$ cat config.mk
export PLATFORM = sky130hd
export DESIGN_NAME = mem_budget_arbiter
export DESIGN_NICKNAME = d
export VERILOG_FILES = /design/src/rtl/mem_budget_pkg.sv /design/src/rtl/mem_budget_counter.sv /design/src/rtl/mem_budget_arbiter.sv
export SDC_FILE = /design/constraint.sdc
export NUM_CORES = 1
export LEC_CHECK = 0
export BUFFER_PORTS_ARGS = -buffer_cell sky130_fd_sc_hd__buf_4
export CAP_MARGIN = 20
export CORE_ASPECT_RATIO = 1.1
export CORE_MARGIN = 3
export CORE_UTILIZATION = 25
export CTS_BUF_LIST = sky130_fd_sc_hd__clkbuf_4
export CTS_CLUSTER_SIZE = 25
export DETAILED_ROUTE_END_ITERATION = 12
export SLEW_MARGIN = 20
export SYNTH_ARGS = -nofsm -noshare
export SYNTH_HDL_FRONTEND = slang
export SYNTH_HIERARCHICAL = 1
export SYNTH_SLANG_ARGS = --single-unit
$ cat constraint.sdc
create_clock -name clk_i -period 7.5 [get_ports clk_i]
set_input_delay 1.5 -clock clk_i [delete_from_list [all_inputs] [get_ports clk_i]]
set_output_delay 1.5 -clock clk_i [all_outputs]
set_load 0.02 [all_outputs]
$ cat src/rtl/mem_budget_pkg.sv
// Shared types and helpers for the budget-regulated memory request arbiter.
package mem_budget_pkg;

    // Widths of the budget counter and the AXI length field. The arbiter's
    // BudgetWidth/LenWidth parameters must keep these values.
    localparam int unsigned BUDGET_W = 16;
    localparam int unsigned LEN_W    = 8;

    typedef logic [BUDGET_W-1:0] budget_t;
    // One extra bit so a full 256-beat burst never wraps on a narrow budget.
    typedef logic [BUDGET_W:0]   cost_t;

    // A configured budget of all ones means the requester is never limited.
    localparam budget_t BUDGET_UNLIMITED = {BUDGET_W{1'b1}};

    // Beats moved by a burst: AXI len encodes beats-1.
    function automatic cost_t cost(input logic [LEN_W-1:0] len);
        return {{(BUDGET_W + 1 - LEN_W){1'b0}}, len} + {{BUDGET_W{1'b0}}, 1'b1};
    endfunction

endpackage

$ cat src/rtl/mem_budget_counter.sv
// Per-requester budget register: refill/debit bookkeeping and eligibility.
module mem_budget_counter
    import mem_budget_pkg::*;
(
    input  logic             i_clk,
    input  logic             i_rst,
    input  logic             i_refill,
    input  logic             i_enable,
    input  logic             i_valid,
    input  logic [LEN_W-1:0] i_len,
    input  budget_t          i_budget,
    input  logic             i_grant,
    output logic             o_eligible,
    output logic             o_throttled,
    output budget_t          o_budget_left
);

    budget_t r_budget_left;
    cost_t   w_cost;
    cost_t   w_base;
    cost_t   w_next;
    logic    w_unlimited;
    logic    w_fits;
    logic    w_debit;

    assign w_cost      = cost(i_len);
    assign w_unlimited = (i_budget == BUDGET_UNLIMITED);
    assign w_fits      = ({1'b0, r_budget_left} >= w_cost);
    // Budgets are frozen while regulation is off; unlimited requesters are never charged.
    assign w_debit     = i_grant & i_enable & ~w_unlimited;

    assign o_eligible    = i_valid & (~i_enable | w_unlimited | w_fits);
    assign o_throttled   = i_valid & i_enable & ~w_unlimited & ~w_fits;
    assign o_budget_left = r_budget_left;

    // Next budget: refill takes precedence as the base, a same-cycle debit is charged to the new period.
    always_comb begin
        w_base = i_refill ? {1'b0, i_budget} : {1'b0, r_budget_left};
        w_next = w_base;
        if (w_debit) begin
            // Saturate in case the budget was lowered below an already-granted cost.
            w_next = (w_base >= w_cost) ? (w_base - w_cost) : {(BUDGET_W + 1){1'b0}};
        end else begin
            w_next = w_base;
        end
    end

    // Budget register; cleared on reset so the first refill defines it.
    always_ff @(posedge i_clk) begin
        if (i_rst) begin
            r_budget_left <= {BUDGET_W{1'b0}};
        end else begin
            r_budget_left <= w_next[BUDGET_W-1:0];
        end
    end

endmodule

$ cat src/rtl/mem_budget_arbiter.sv
// Budget-regulated round-robin arbiter feeding one registered memory request slot.
module mem_budget_arbiter
    import mem_budget_pkg::*;
#(
    parameter int unsigned NumReq      = 4,
    parameter int unsigned AddrWidth   = 64,
    parameter int unsigned IdWidth     = 6,
    parameter int unsigned LenWidth    = LEN_W,
    parameter int unsigned BudgetWidth = BUDGET_W,
    parameter int unsigned PeriodWidth = 16,
    localparam int unsigned IdxWidth   = $clog2(NumReq)
) (
    input  logic                            clk_i,
    input  logic                            rst_i,
    input  logic                            cfg_enable_i,
    input  logic [PeriodWidth-1:0]          period_i,
    input  logic [NumReq*BudgetWidth-1:0]   budget_i,
    input  logic [NumReq-1:0]               req_valid_i,
    output logic [NumReq-1:0]               req_ready_o,
    input  logic [NumReq*AddrWidth-1:0]     req_addr_i,
    input  logic [NumReq*LenWidth-1:0]      req_len_i,
    input  logic [NumReq*IdWidth-1:0]       req_id_i,
    output logic                            mst_valid_o,
    input  logic                            mst_ready_i,
    output logic [AddrWidth-1:0]            mst_addr_o,
    output logic [LenWidth-1:0]             mst_len_o,
    output logic [IdWidth+IdxWidth-1:0]     mst_id_o,
    output logic [NumReq*BudgetWidth-1:0]   budget_left_o,
    output logic [NumReq-1:0]               throttled_o
);

    localparam logic [IdxWidth-1:0]    IDX_ONE    = IdxWidth'(32'd1);
    localparam logic [IdxWidth-1:0]    LAST_IDX   = IdxWidth'(NumReq - 32'd1);
    localparam logic [PeriodWidth-1:0] PERIOD_ONE = PeriodWidth'(32'd1);

    logic [PeriodWidth-1:0]        r_period_cnt;
    logic [IdxWidth-1:0]           r_rr;
    logic                          r_mst_valid;
    logic [AddrWidth-1:0]          r_mst_addr;
    logic [LenWidth-1:0]           r_mst_len;
    logic [IdWidth+IdxWidth-1:0]   r_mst_id;

    logic                          w_refill;
    logic                          w_slot_free;
    logic                          w_found;
    logic                          w_accept;
    logic [IdxWidth-1:0]           w_grant_idx;
    logic [NumReq-1:0]             w_eligible;
    logic [NumReq-1:0]             w_ready;
    logic [IdxWidth-1:0]           w_scan [NumReq];
    logic [AddrWidth-1:0]          w_addr [NumReq];
    logic [LenWidth-1:0]           w_len  [NumReq];
    logic [IdWidth-1:0]            w_id   [NumReq];

    assign w_refill    = (r_period_cnt == {PeriodWidth{1'b0}});
    assign w_slot_free = ~r_mst_valid | mst_ready_i;
    assign w_accept    = w_found & w_slot_free & ~rst_i;

    for (genvar gi = 0; gi < NumReq; gi++) begin : g_req
        // Scan order starting at the round-robin pointer.
        assign w_scan[gi] = IdxWidth'((32'(r_rr) + 32'(gi)) % NumReq);
        assign w_addr[gi] = req_addr_i[gi*AddrWidth +: AddrWidth];
        assign w_len[gi]  = req_len_i[gi*LenWidth +: LenWidth];
        assign w_id[gi]   = req_id_i[gi*IdWidth +: IdWidth];

        mem_budget_counter u_counter (
            .i_clk         (clk_i),
            .i_rst         (rst_i),
            .i_refill      (w_refill),
            .i_enable      (cfg_enable_i),
            .i_valid       (req_valid_i[gi]),
            .i_len         (w_len[gi]),
            .i_budget      (budget_i[gi*BudgetWidth +: BudgetWidth]),
            .i_grant       (w_ready[gi]),
            .o_eligible    (w_eligible[gi]),
            .o_throttled   (throttled_o[gi]),
            .o_budget_left (budget_left_o[gi*BudgetWidth +: BudgetWidth])
        );
    end

    // Round-robin pick: first eligible requester at or after the pointer.
    always_comb begin
        w_found     = 1'b0;
        w_grant_idx = {IdxWidth{1'b0}};
        for (int unsigned k = 0; k < NumReq; k++) begin
            w_grant_idx = (w_eligible[w_scan[k]] && !w_found) ? w_scan[k] : w_grant_idx;
            w_found     = w_found | w_eligible[w_scan[k]];
        end
    end

    // One-hot ready towards the winner, only when the output slot can take it.
    always_comb begin
        w_ready              = {NumReq{1'b0}};
        w_ready[w_grant_idx] = w_accept;
    end

    assign req_ready_o = w_ready;

    // Regulation period: counts down to zero, then refills; a period of 0 refills every cycle.
    always_ff @(posedge clk_i) begin
        if (rst_i) begin
            r_period_cnt <= {PeriodWidth{1'b0}};
        end else if (w_refill) begin
            r_period_cnt <= (period_i == {PeriodWidth{1'b0}}) ? {PeriodWidth{1'b0}}
                                                              : (period_i - PERIOD_ONE);
        end else begin
            r_period_cnt <= r_period_cnt - PERIOD_ONE;
        end
    end

    // Output slot and pointer: payload loads on acceptance and holds until downstream takes it.
    always_ff @(posedge clk_i) begin
        if (rst_i) begin
            r_mst_valid <= 1'b0;
            r_mst_addr  <= {AddrWidth{1'b0}};
            r_mst_len   <= {LenWidth{1'b0}};
            r_mst_id    <= {(IdWidth + IdxWidth){1'b0}};
            r_rr        <= {IdxWidth{1'b0}};
        end else if (w_accept) begin
            r_mst_valid <= 1'b1;
            r_mst_addr  <= w_addr[w_grant_idx];
            r_mst_len   <= w_len[w_grant_idx];
            r_mst_id    <= {w_grant_idx, w_id[w_grant_idx]};
            r_rr        <= (w_grant_idx == LAST_IDX) ? {IdxWidth{1'b0}} : (w_grant_idx + IDX_ONE);
        end else if (mst_ready_i) begin
            r_mst_valid <= 1'b0;
        end else begin
            r_mst_valid <= r_mst_valid;
        end
    end

    assign mst_valid_o = r_mst_valid;
    assign mst_addr_o  = r_mst_addr;
    assign mst_len_o   = r_mst_len;
    assign mst_id_o    = r_mst_id;

endmodule
; ---- After elaboration in Yosys (flattened, before gate mapping)
; Cells that the tools add are included.
; W data, S select, Z words.
[totals]
elab_cells = 145
output_inout_bits = 153
input_bits = 400
reg_bits = 163
[classes]
n_reduce_logical = 10
n_eq_ne = 5
add_sub_neg = 14
bitwise_logic = 51
muxes = 40
order_cmp = 15
[ops]
columns = operator, count
row1 = $mux W16, 14
row2 = $bmux W64 S2, 1
row3 = $mux W64, 2
row4 = $ge A16 B17 Y1, 4
row5 = $ge A17 B17 Y1, 4
row6 = $eq A16 B16 Y1 const B, 4
row7 = $sub A16 B16 Y16, 4
row8 = $add A8 B1 Y9 const B, 4
row9 = $logic_not A16 Y1, 2
row10 = $sub A16 B1 Y16 const B, 2
row11 = $and A1 B1 Y1, 26
row12 = $bmux W8 S2, 1
row13 = $mux W8, 2
row14 = $lt A2 B3 Y1 const B, 5
row15 = $bmux W6 S2, 1
row16 = $mux W6, 2
row17 = $or A1 B1 Y1, 12
row18 = $not A1 Y1, 11
row19 = $mux W2, 5
row20 = $bmux W1 S2, 4
row21 = $mux W1, 7
row22 = $add A2 B1 Y2 const B, 2
row23 = $add A2 B2 Y2 const B, 2
row24 = $and A4 B4 Y4, 1
row25 = other kinds (8), 13

; ---- Depth between registers and ports, before layout
; Gate-level depths: netlist of run 1.
[depth]
ltp_word = 19
ltp_mapped = 29

; ---- By module
; The synthesis of run 1 kept the hierarchy.
[modules_own_cells]
columns = mod, seq_area_each_um2, area_per_inst_um2, n_inst, cells_per_inst
row1 = mem_budget_arbiter, 1981.9, 6449.9, 1, 807
row2 = mem_budget_counter (g_req[3].u_counter), 320.3, 1978.1, 1, 237
row3 = mem_budget_counter (g_req[0].u_counter), 320.3, 1976.9, 1, 238
row4 = mem_budget_counter (g_req[2].u_counter), 320.3, 1965.6, 1, 235
row5 = mem_budget_counter (g_req[1].u_counter), 320.3, 1933.1, 1, 234

; ---- Least setup slack after synthesis of run 1
; Ideal clock, no wire load.
[synth_path]
path_kind = input port to output port
from = input port req_len_i[16]
to = output port req_ready_o[2]
path_buffers = 2
arrival_time_ns = 4.779
stages = 18
slack_ns = 1.221
t_required_ns = 6.000
cell_sequence = ha_1 -> inv_1 -> ha_1 -> a21o_1 -> a21o_1 -> a21o_1 -> a21o_1 -> a21o_1 -> o211ai_1 -> a31oi_1 -> nor2b_1 -> or4_1 -> buf_2 -> nand2_2 -> inv_2 -> buf_2 -> ha_1 -> and2_1
[synth_between]
elab_chain_cells = 16
elab_cells_between_ends = 33
classes_between = add/sub (1) / order compare (3) / mux (14) / bitwise (8) / reduce/logical (7)
[synth_rtl]
columns = item, line
row1 = "start, declared", mem_budget_arbiter.sv:21  ; input logic [NumReq*LenWidth-1:0] req_len_i,
row2 = $add A8 B1 Y9 *, mem_budget_pkg.sv:18  ; return {{(BUDGET_W + 1 - LEN_W){1'b0}}, len} + {{BUDGET_W{1'b0}}, 1'b1};
row3 = $ge A16 B17 Y1 *, mem_budget_counter.sv:28  ; assign w_fits = ({1'b0, r_budget_left} >= w_cost);
row4 = $or A1 B1 Y1 *, mem_budget_counter.sv:32  ; assign o_eligible = i_valid & (~i_enable | w_unlimited | w_fits);
row5 = $and A1 B1 Y1 *, mem_budget_counter.sv:32
row6 = via w_eligible[2], mem_budget_arbiter.sv:48  ; logic [NumReq-1:0] w_eligible;
row7 = $bmux W1 S2, "mem_budget_arbiter.sv:86, mem_budget_arbiter.sv:87"
row8 = $mux W1 (implied by the code), "mem_budget_arbiter.sv:86, mem_budget_arbiter.sv:87"
row9 = $logic_not A1 Y1 or $or A1 B1 Y1 (tied branches), "mem_budget_arbiter.sv:86, mem_budget_arbiter.sv:87"
row10 = [... 2 more ...], -
row11 = $mux W2 or $logic_and A1 B1 Y1 (tied branches), mem_budget_arbiter.sv:86  ; w_grant_idx = (w_eligible[w_scan[k]] && !w_found) ? w_scan[k] : w_grant_idx;
row12 = $mux W2 *, mem_budget_arbiter.sv:86
row13 = via w_grant_idx[0], mem_budget_arbiter.sv:47  ; logic [IdxWidth-1:0] w_grant_idx;
row14 = $lt A2 B3 Y1 (implied by the code) or $ge A2 B1 Y1 (tied branches), mem_budget_arbiter.sv:94  ; w_ready[w_grant_idx] = w_accept;
row15 = $logic_and A1 B1 Y1 (implied by the code), mem_budget_arbiter.sv:94
row16 = $mux W1 (implied by the code), mem_budget_arbiter.sv:94
row17 = $demux W1 S2 *, mem_budget_arbiter.sv:94
row18 = $and A4 B4 Y4 (no source line) *, -
row19 = "end, declared", mem_budget_arbiter.sv:19  ; output logic [NumReq-1:0] req_ready_o,
; Mark *: on every way through the listed nets, which the timed path passes. The rest lies on a longest branch. The select of a mux whose other input is x is not followed.

; ---- Worst setup path after layout of run 1
[layout_path]
from = input port req_len_i[3]
to = output port req_ready_o[3]
; The elaborated chain is that of the path after synthesis.

==> qor.yml, run 1 <==
yosysWarnings: 6
vias_per_cell: 5.26
syn_area_per_cell_sq_um: 8.17
yosysMostFrequentCell: "dfxtp_1"
crit_type: "primary input to primary output"
crit_path_start: "req_len_i[3]"
overflow: 0
synthesis.area_sq_mm: 0.0143
via_count: 15798
status: "complete, no violations"
clkLatencyLatePin_ns: 0.74
yosysSeqAreaShare: 0.228
gp_congestion: 0.912
antenna_found_initial: 8
synth_top_cell_area_share: 0.228
leakage_nw: 8.54
grt_max_degree: 66
ir_drop_v: 0.000300
clk_pin_slew_worst_paths_ns: 0.16
rows: 91
power.density_mw_per_mm2: 418
ant_nets: 0
setup_tns_ns: 0
coreArea_sq_mm: 0.0564
crit_path_end: "req_ready_o[3]"
drc: 0
hold_class: "flip-flop to flip-flop"
grt_pass1_vias: 16073
crit_fanout: 8
yosys_most_used_dff: "dfxtp_1"
rrSetupSlack_ns: 1.79
die_w_um: 234
grt.met2_usage: 0.381
max_freq_mhz: 145
grt_use_met3: 0.0570
grt_usage: 0.209
area_growth_pct: 36.2
dr.pass1.iters: 5
synth_seq_cells: 163
r2r_start: "r_period_cnt[0]$_SDFF_PP0_"
routedWlPerCell_um: 21.7
die_y_um: 257
clock_path_buffers: 2
cts_tree: "built"
fp.dieArea_sq_mm: 0.0601
maxCapViolCount: 0
finalSetupViolCount: 0
port_buffers: 552
use_met1: 0.232
slew_violations: 0
dpl.hpwl_um: 51800
drive_gt1_frac: 0.327
crit_path_end_kind: "primary output"
maxSlewHeadroom: 0.344
fin_crit_ns: 6.92
async_flop_share: 0
r2r_cells: 18
wirelength_um: 65000
io_pins: 553
numCtsBuffers: 17
final_nets: 2706
clock_skew_ns: 0.0431
ys_types: 100
finalPower_mw: 8.14
grt_pass1_wl_um: 96200
crit_path_start_kind: "primary input"
htree_num_levels: 4
worst_pin_slew_ns: 0.975
yosysTopAreaCell: "dfxtp_1"
grt_setup_unrepaired: "false"
initial_utilization: 0.254
synth_edf_count: 0
worst_ep_arrival_time_ns: 5.42
crit_required_ns: 6.00
cts.root.buffer_cell: "clkbuf_4"
cts_setup_buffers: 0
final.period_utilization: 0.922
cts-resized-gates: 0
syn_inst: 1751
top_usage_layer: "met2"
drt_iter0_drc: 980
syn_nets: 2214
yosys-top-cells-area: "dfxtp_1 23%, mux2i_1 9.2%, a21o_1 5.2%, ha_1 5.2%, o211ai_1 4.6%"
synth_top_cells_by_count: "163 x dfxtp_1, 152 x nand2_1, 131 x mux2i_1, 119 x nor2_1, 114 x nand3_1"
clock-sinks: 163
hold_viol_final: 0
hold_depth: 2
cts_hold_buffers: 0
rr_endpoint: "g_req[3].u_counter/o_budget_left[10]$_SDFF_PP0_"
## layout make-up
class                           instances  area (sq um)
Antenna cell                            5          12.5
Clock buffer                           19           143
Clock inverter                         12           179
Fill cell                            5847         36900
Inverter                               48           185
Multi-Input combinational cell       1436         10400
Sequential cell                       163          3260
Tap cell                              744           931
Timing Repair Buffer                  577          4390
## worst min-delay path by stage
stage,from,end,slack (ns)
6_report,mst_id_o[7]$_SDFFE_PP0P_,mst_id_o[7]$_SDFFE_PP0P_,0.47
5_1_grt,r_period_cnt[11]$_SDFF_PP0_,r_period_cnt[11]$_SDFF_PP0_,0.50
4_1_cts,mst_id_o[7]$_SDFFE_PP0P_,mst_id_o[7]$_SDFFE_PP0P_,0.46
3_5_place_dp,mst_id_o[7]$_SDFFE_PP0P_,mst_id_o[7]$_SDFFE_PP0P_,0.44
3_3_place_gp,mst_id_o[7]$_SDFFE_PP0P_,mst_id_o[7]$_SDFFE_PP0P_,0.44
2_1_floorplan,r_period_cnt[11]$_SDFF_PP0_,r_period_cnt[11]$_SDFF_PP0_,0.44
## critical path, cell delays in order
cell	delay, ns
buf_4	0.16
nand4_1	0.19
nor2_2	0.24
xor2_2	0.22
inv_1	0.12
ha_1	0.28
nand3b_1	0.11
o21ai_0	0.20
a21oi_1	0.08
nor2b_1	0.55
nor2b_1	0.37
nor2_1	0.09
o21ai_0	0.55
inv_1	0.15
ha_1	0.21
and2_1	0.20
buf_4	0.19
## metrics by stage
| stage | hold WS [ns] | instance area (sq um) | setup WS, ns | utilization | instances |
|---|---|---|---|---|---|
| global placement | 0.443 | 19100 | 0.592 | 0.340 | 2968 |
| CTS | 0.464 | 19500 | 0.512 | 0.345 | 2999 |
| floorplan | 0.441 | 14300 | 1.22 | - | 1751 |
| finish | 0.469 | 19500 | 0.585 | 0.346 | 3004 |
| global route | 0.497 | 19500 | 0.151 | 0.346 | 3003 |
| detailed placement | 0.443 | 19100 | 0.508 | 0.340 | 2968 |
## placed cells by master (no fill, tap or decap), types with 6 or more instances in the layout
cell	instances
a21o_1	100
nand2b_1	13
buf_4	572
o21ai_0	103
a22oi_1	7
ha_1	59
xnor2_1	66
nor3_1	44
nor2b_1	14
o211ai_1	88
mux2_4	6
nand4_1	33
nor2_1	118
clkbuf_4	19
dfxtp_1	163
mux2_2	28
a21oi_1	55
a31o_2	13
xor2_1	26
a221o_1	6
nand2_1	151
nand3b_1	9
and2_1	16
and4_1	9
or3_1	9
inv_1	44
a211oi_1	22
nor4_1	19
nand3_1	114
maj3_1	7
mux2i_1	131
## cell families after synthesis
group | after synthesis | synth area share
flip-flops | 163 | 0.228
adder cells (fa/ha/maj) | 75 | 0.0660
XOR/XNOR | 100 | 0.0672
AO/OA/AOI/OAI | 471 | 0.234
buffers and inverters | 152 | 0.0500
AND/OR/NAND/NOR | 619 | 0.228
multiplexers | 171 | 0.126
## sequential cells by signal (all words and copies together) (netlist names)
register and flops:
mst_len_o 8, r_rr 2, g_req.u_counter/o_budget_left 64, mst_id_o 8, r_period_cnt 16, mst_addr_o 64, mst_valid_o 1
## layer usage
metal  up-vias  wire length (um)
met2       625             33700
met4         4              1930
met3        91              4770
li1       7480                 -
met5         -                24
met1      7598             24700
## power breakdown
group | switching, mW | internal [mW] | leakage [nW]
combinational | 3.56 | 2.42 | 7.03
sequential | 0.299 | 1.20 | 1.34
clock | 0.381 | 0.272 | 0.167
Power figures use the tool's default switching activity.
==> run 2: changes to the inputs <==
--- a/config.mk
+++ b/config.mk
@@ -13,6 +13,7 @@
 export CTS_BUF_LIST = sky130_fd_sc_hd__clkbuf_4
 export CTS_CLUSTER_SIZE = 25
 export DETAILED_ROUTE_END_ITERATION = 12
+export MAX_ROUTING_LAYER = met4
 export SLEW_MARGIN = 20
 export SYNTH_ARGS = -nofsm -noshare
 export SYNTH_HDL_FRONTEND = slang
==> run 2 against run 1 <==
Against the previous run: die area unchanged; register-to-register slack about the same; flip-flop and latch count stayed put; global-route usage rose by 0.80 points; hold slack lost 0.0039 ns; largest power group unchanged; first-iteration DRC count is 3.9% lower; wire length up 0.59%.
==> qor.yml, run 2 (synthesis results as in run 1) <==
gp_congestion: 0.956  # was 0.912
crit_path_start_kind: "primary input"  # unchanged
io_pins: 553  # unchanged
critPathBufInv: 3  # was 4
grt_max_degree: 79  # was 66
dr.pass1.iters: 5  # unchanged
drive_gt1_frac: 0.326  # was 0.327
overflow: 0  # unchanged
status: "complete, no violations"  # unchanged
max_freq_mhz: 146  # was 145 MHz
hold-worst-slack_ns: 0.466  # was 0.469 ns
drc: 0  # unchanged
finalPower_mw: 8.07  # was 8.14 mW
hp-start: "mst_id_o[7]$_SDFFE_PP0P_"  # unchanged
clkLatencyLatePin_ns: 0.76  # was 0.74 ns
hold_viol_final: 0  # unchanged
die_w_um: 234  # unchanged
worst_pin_slew_ns: 0.965  # was 0.975 ns
cts_setup_buffers: 0  # unchanged
crit_path_end_kind: "primary output"  # unchanged
area_growth_pct: 35.9  # was 36.2%
crit_type: "primary input to primary output"  # unchanged
crit_required_ns: 6.00  # about the same
drt_iter0_drc: 942  # was 980
final.period_utilization: 0.914  # was 0.922
grt_pass1_wl_um: 96700  # was 96200 um
clock_skew_ns: 0.0345  # was 0.0431 ns
cts.root.buffer_cell: "clkbuf_4"  # unchanged
grt_setup_unrepaired: "false"  # unchanged
final_common_cell: "buf_4"  # unchanged
hold_depth: 2  # unchanged
port_buffers: 552  # unchanged
rows: 91  # unchanged
leakage_nw: 8.53  # was 8.54 nW
grt_usage: 0.217  # was 0.209
final_nets: 2706  # unchanged
ir_drop_v: 0.000549  # was 0.000300 V
rrSetupSlack_ns: 1.80  # was 1.79 ns
slowest_delay_ns: 0.53  # was 0.55 ns
finalSetupViolCount: 0  # unchanged
maxCapViolCount: 0  # unchanged
maxSlewHeadroom: 0.357  # was 0.344
r2r_cells: 18  # unchanged
final_cell_mix: "572 x buf_4, 163 x dfxtp_1, 151 x nand2_1"  # unchanged
vias_per_cell: 5.26  # about the same
worst_ep_arrival_time_ns: 5.35  # was 5.42 ns
power.density_mw_per_mm2: 415  # was 418 mW/mm^2
wirelength_um: 65400  # was 65000 um
die_y_um: 257  # unchanged
worstPathCellList: "buf_4 -> ha_1 -> nand3_1 -> xor2_1 -> ha_1 -> a21o_1 -> a21o_1 -> a21oi_1 -> nor2b_1 -> nor2b_1 -> nor2_1 -> o21ai_0 -> inv_1 -> ha_1 -> and2_1 -> buf_4"  # was buf_4 -> nand4_1 -> nor2_2 -> xor2_2 -> inv_1 -> ha_1 -> nand3b_1 -> o21ai_0 -> a21oi_1 -> nor2b_1 -> nor2b_1 -> nor2_1 -> o21ai_0 -> inv_1 -> ha_1 -> and2_1 -> buf_4
initial_utilization: 0.254  # unchanged
slowest_stage: "nor2b_1"  # unchanged
critical-path-top-delay-family: "simple AND/OR/NAND/NOR gates"  # unchanged
min_to: "mst_id_o[7]$_SDFFE_PP0P_"  # unchanged
ant_nets: 0  # unchanged
htree_num_levels: 4  # unchanged
via_count: 15823  # was 15798
clk_pin_slew_worst_paths_ns: 0.16  # about the same
cts_tree: "built"  # unchanged
routedWlPerCell_um: 21.7  # about the same
hold_class: "flip-flop to flip-flop"  # unchanged
clock_path_buffers: 2  # unchanged
antenna_found_initial: 7  # was 8
coreArea_sq_mm: 0.0564  # unchanged
dpl.hpwl_um: 50800  # was 51800 um
numCtsBuffers: 17  # unchanged
grt_pass1_vias: 16092  # was 16073
fp.dieArea_sq_mm: 0.0601  # unchanged
rr_endpoint: "g_req[3].u_counter/o_budget_left[10]$_SDFF_PP0_"  # unchanged
crit_fanout: 8  # unchanged
cp_common_cell: "ha_1"
cts_hold_buffers: 0  # unchanged
fin_crit_ns: 6.85  # was 6.92 ns
setup_tns_ns: 0  # unchanged
clock-sinks: 163  # unchanged
r2r_start: "r_period_cnt[0]$_SDFF_PP0_"  # unchanged
slew_violations: 0  # unchanged
cts-resized-gates: 0  # unchanged
## run 2: cell count changes in the layout (fill, tap and decap cells not counted)
cell | previous run | this run
bufinv_16 | 4 | 2
clkbuf_4 | 19 | 17
clkinv_1 | 1 | 2
clkinv_2 | 1 | 4
clkinv_4 | 1 | 4
clkinvlp_4 | 2 | 1
diode_2 | 5 | 11
inv_6 | 3 | 1
## run 2: routing by layer
metal	GRT usage	vias to the layer above	wire length, um
li1	-	7494	-
met1	0.238	7622	25700
met2	0.383	616	33800
met3	0.0521	91	4370
met4	0.0718	0	1580
met5	-	-	0
## run 2: per-stage QoR
stage	setup WS (ns)	utilization	area (sq um)	cells
4_1_cts	0.654	0.344	19400	2999
6_report	0.646	0.345	19400	3010
2_1_floorplan	1.22	-	14300	1751
3_3_place_gp	0.819	0.339	19100	2967
3_5_place_dp	0.666	0.340	19100	2968
5_1_grt	0.257	0.345	19400	3010
## run 2: power by group
part	switching [mW]	leakage (nW)	internal, mW
registers	0.302	1.34	1.20
logic	3.57	7.04	2.43
clock network	0.383	0.146	0.194
## run 2: how the worst max path moves through the flow
stage,from,to,slack (ns),cells after the start
after CTS,req_len_i[0],req_ready_o[3],0.65,16
final,req_len_i[0],req_ready_o[3],0.65,16
after floorplan,req_len_i[16],req_ready_o[2],1.22,18
after detailed placement,req_len_i[3],req_ready_o[3],0.67,17
after global placement,req_len_i[0],req_ready_o[3],0.82,16
after global routing,req_len_i[0],req_ready_o[3],0.26,16
## run 2: layout make-up
class                   count  area [sq um]
flip-flops and latches    163          3260
multi-input cells        1436         10400
clock inverters            14           139
repair buffers            577          4390
diodes                     11          27.5
inverters                  48           185
clock buffers              17           128
well taps                 744           931
fillers                  5947         36900
## run 2: tightest hold or removal path, delay by kind of cell, from the launching register on
kind             cells  cell delay, ns
AND/OR/NAND/NOR      2            0.09
flip-flops           1            0.35
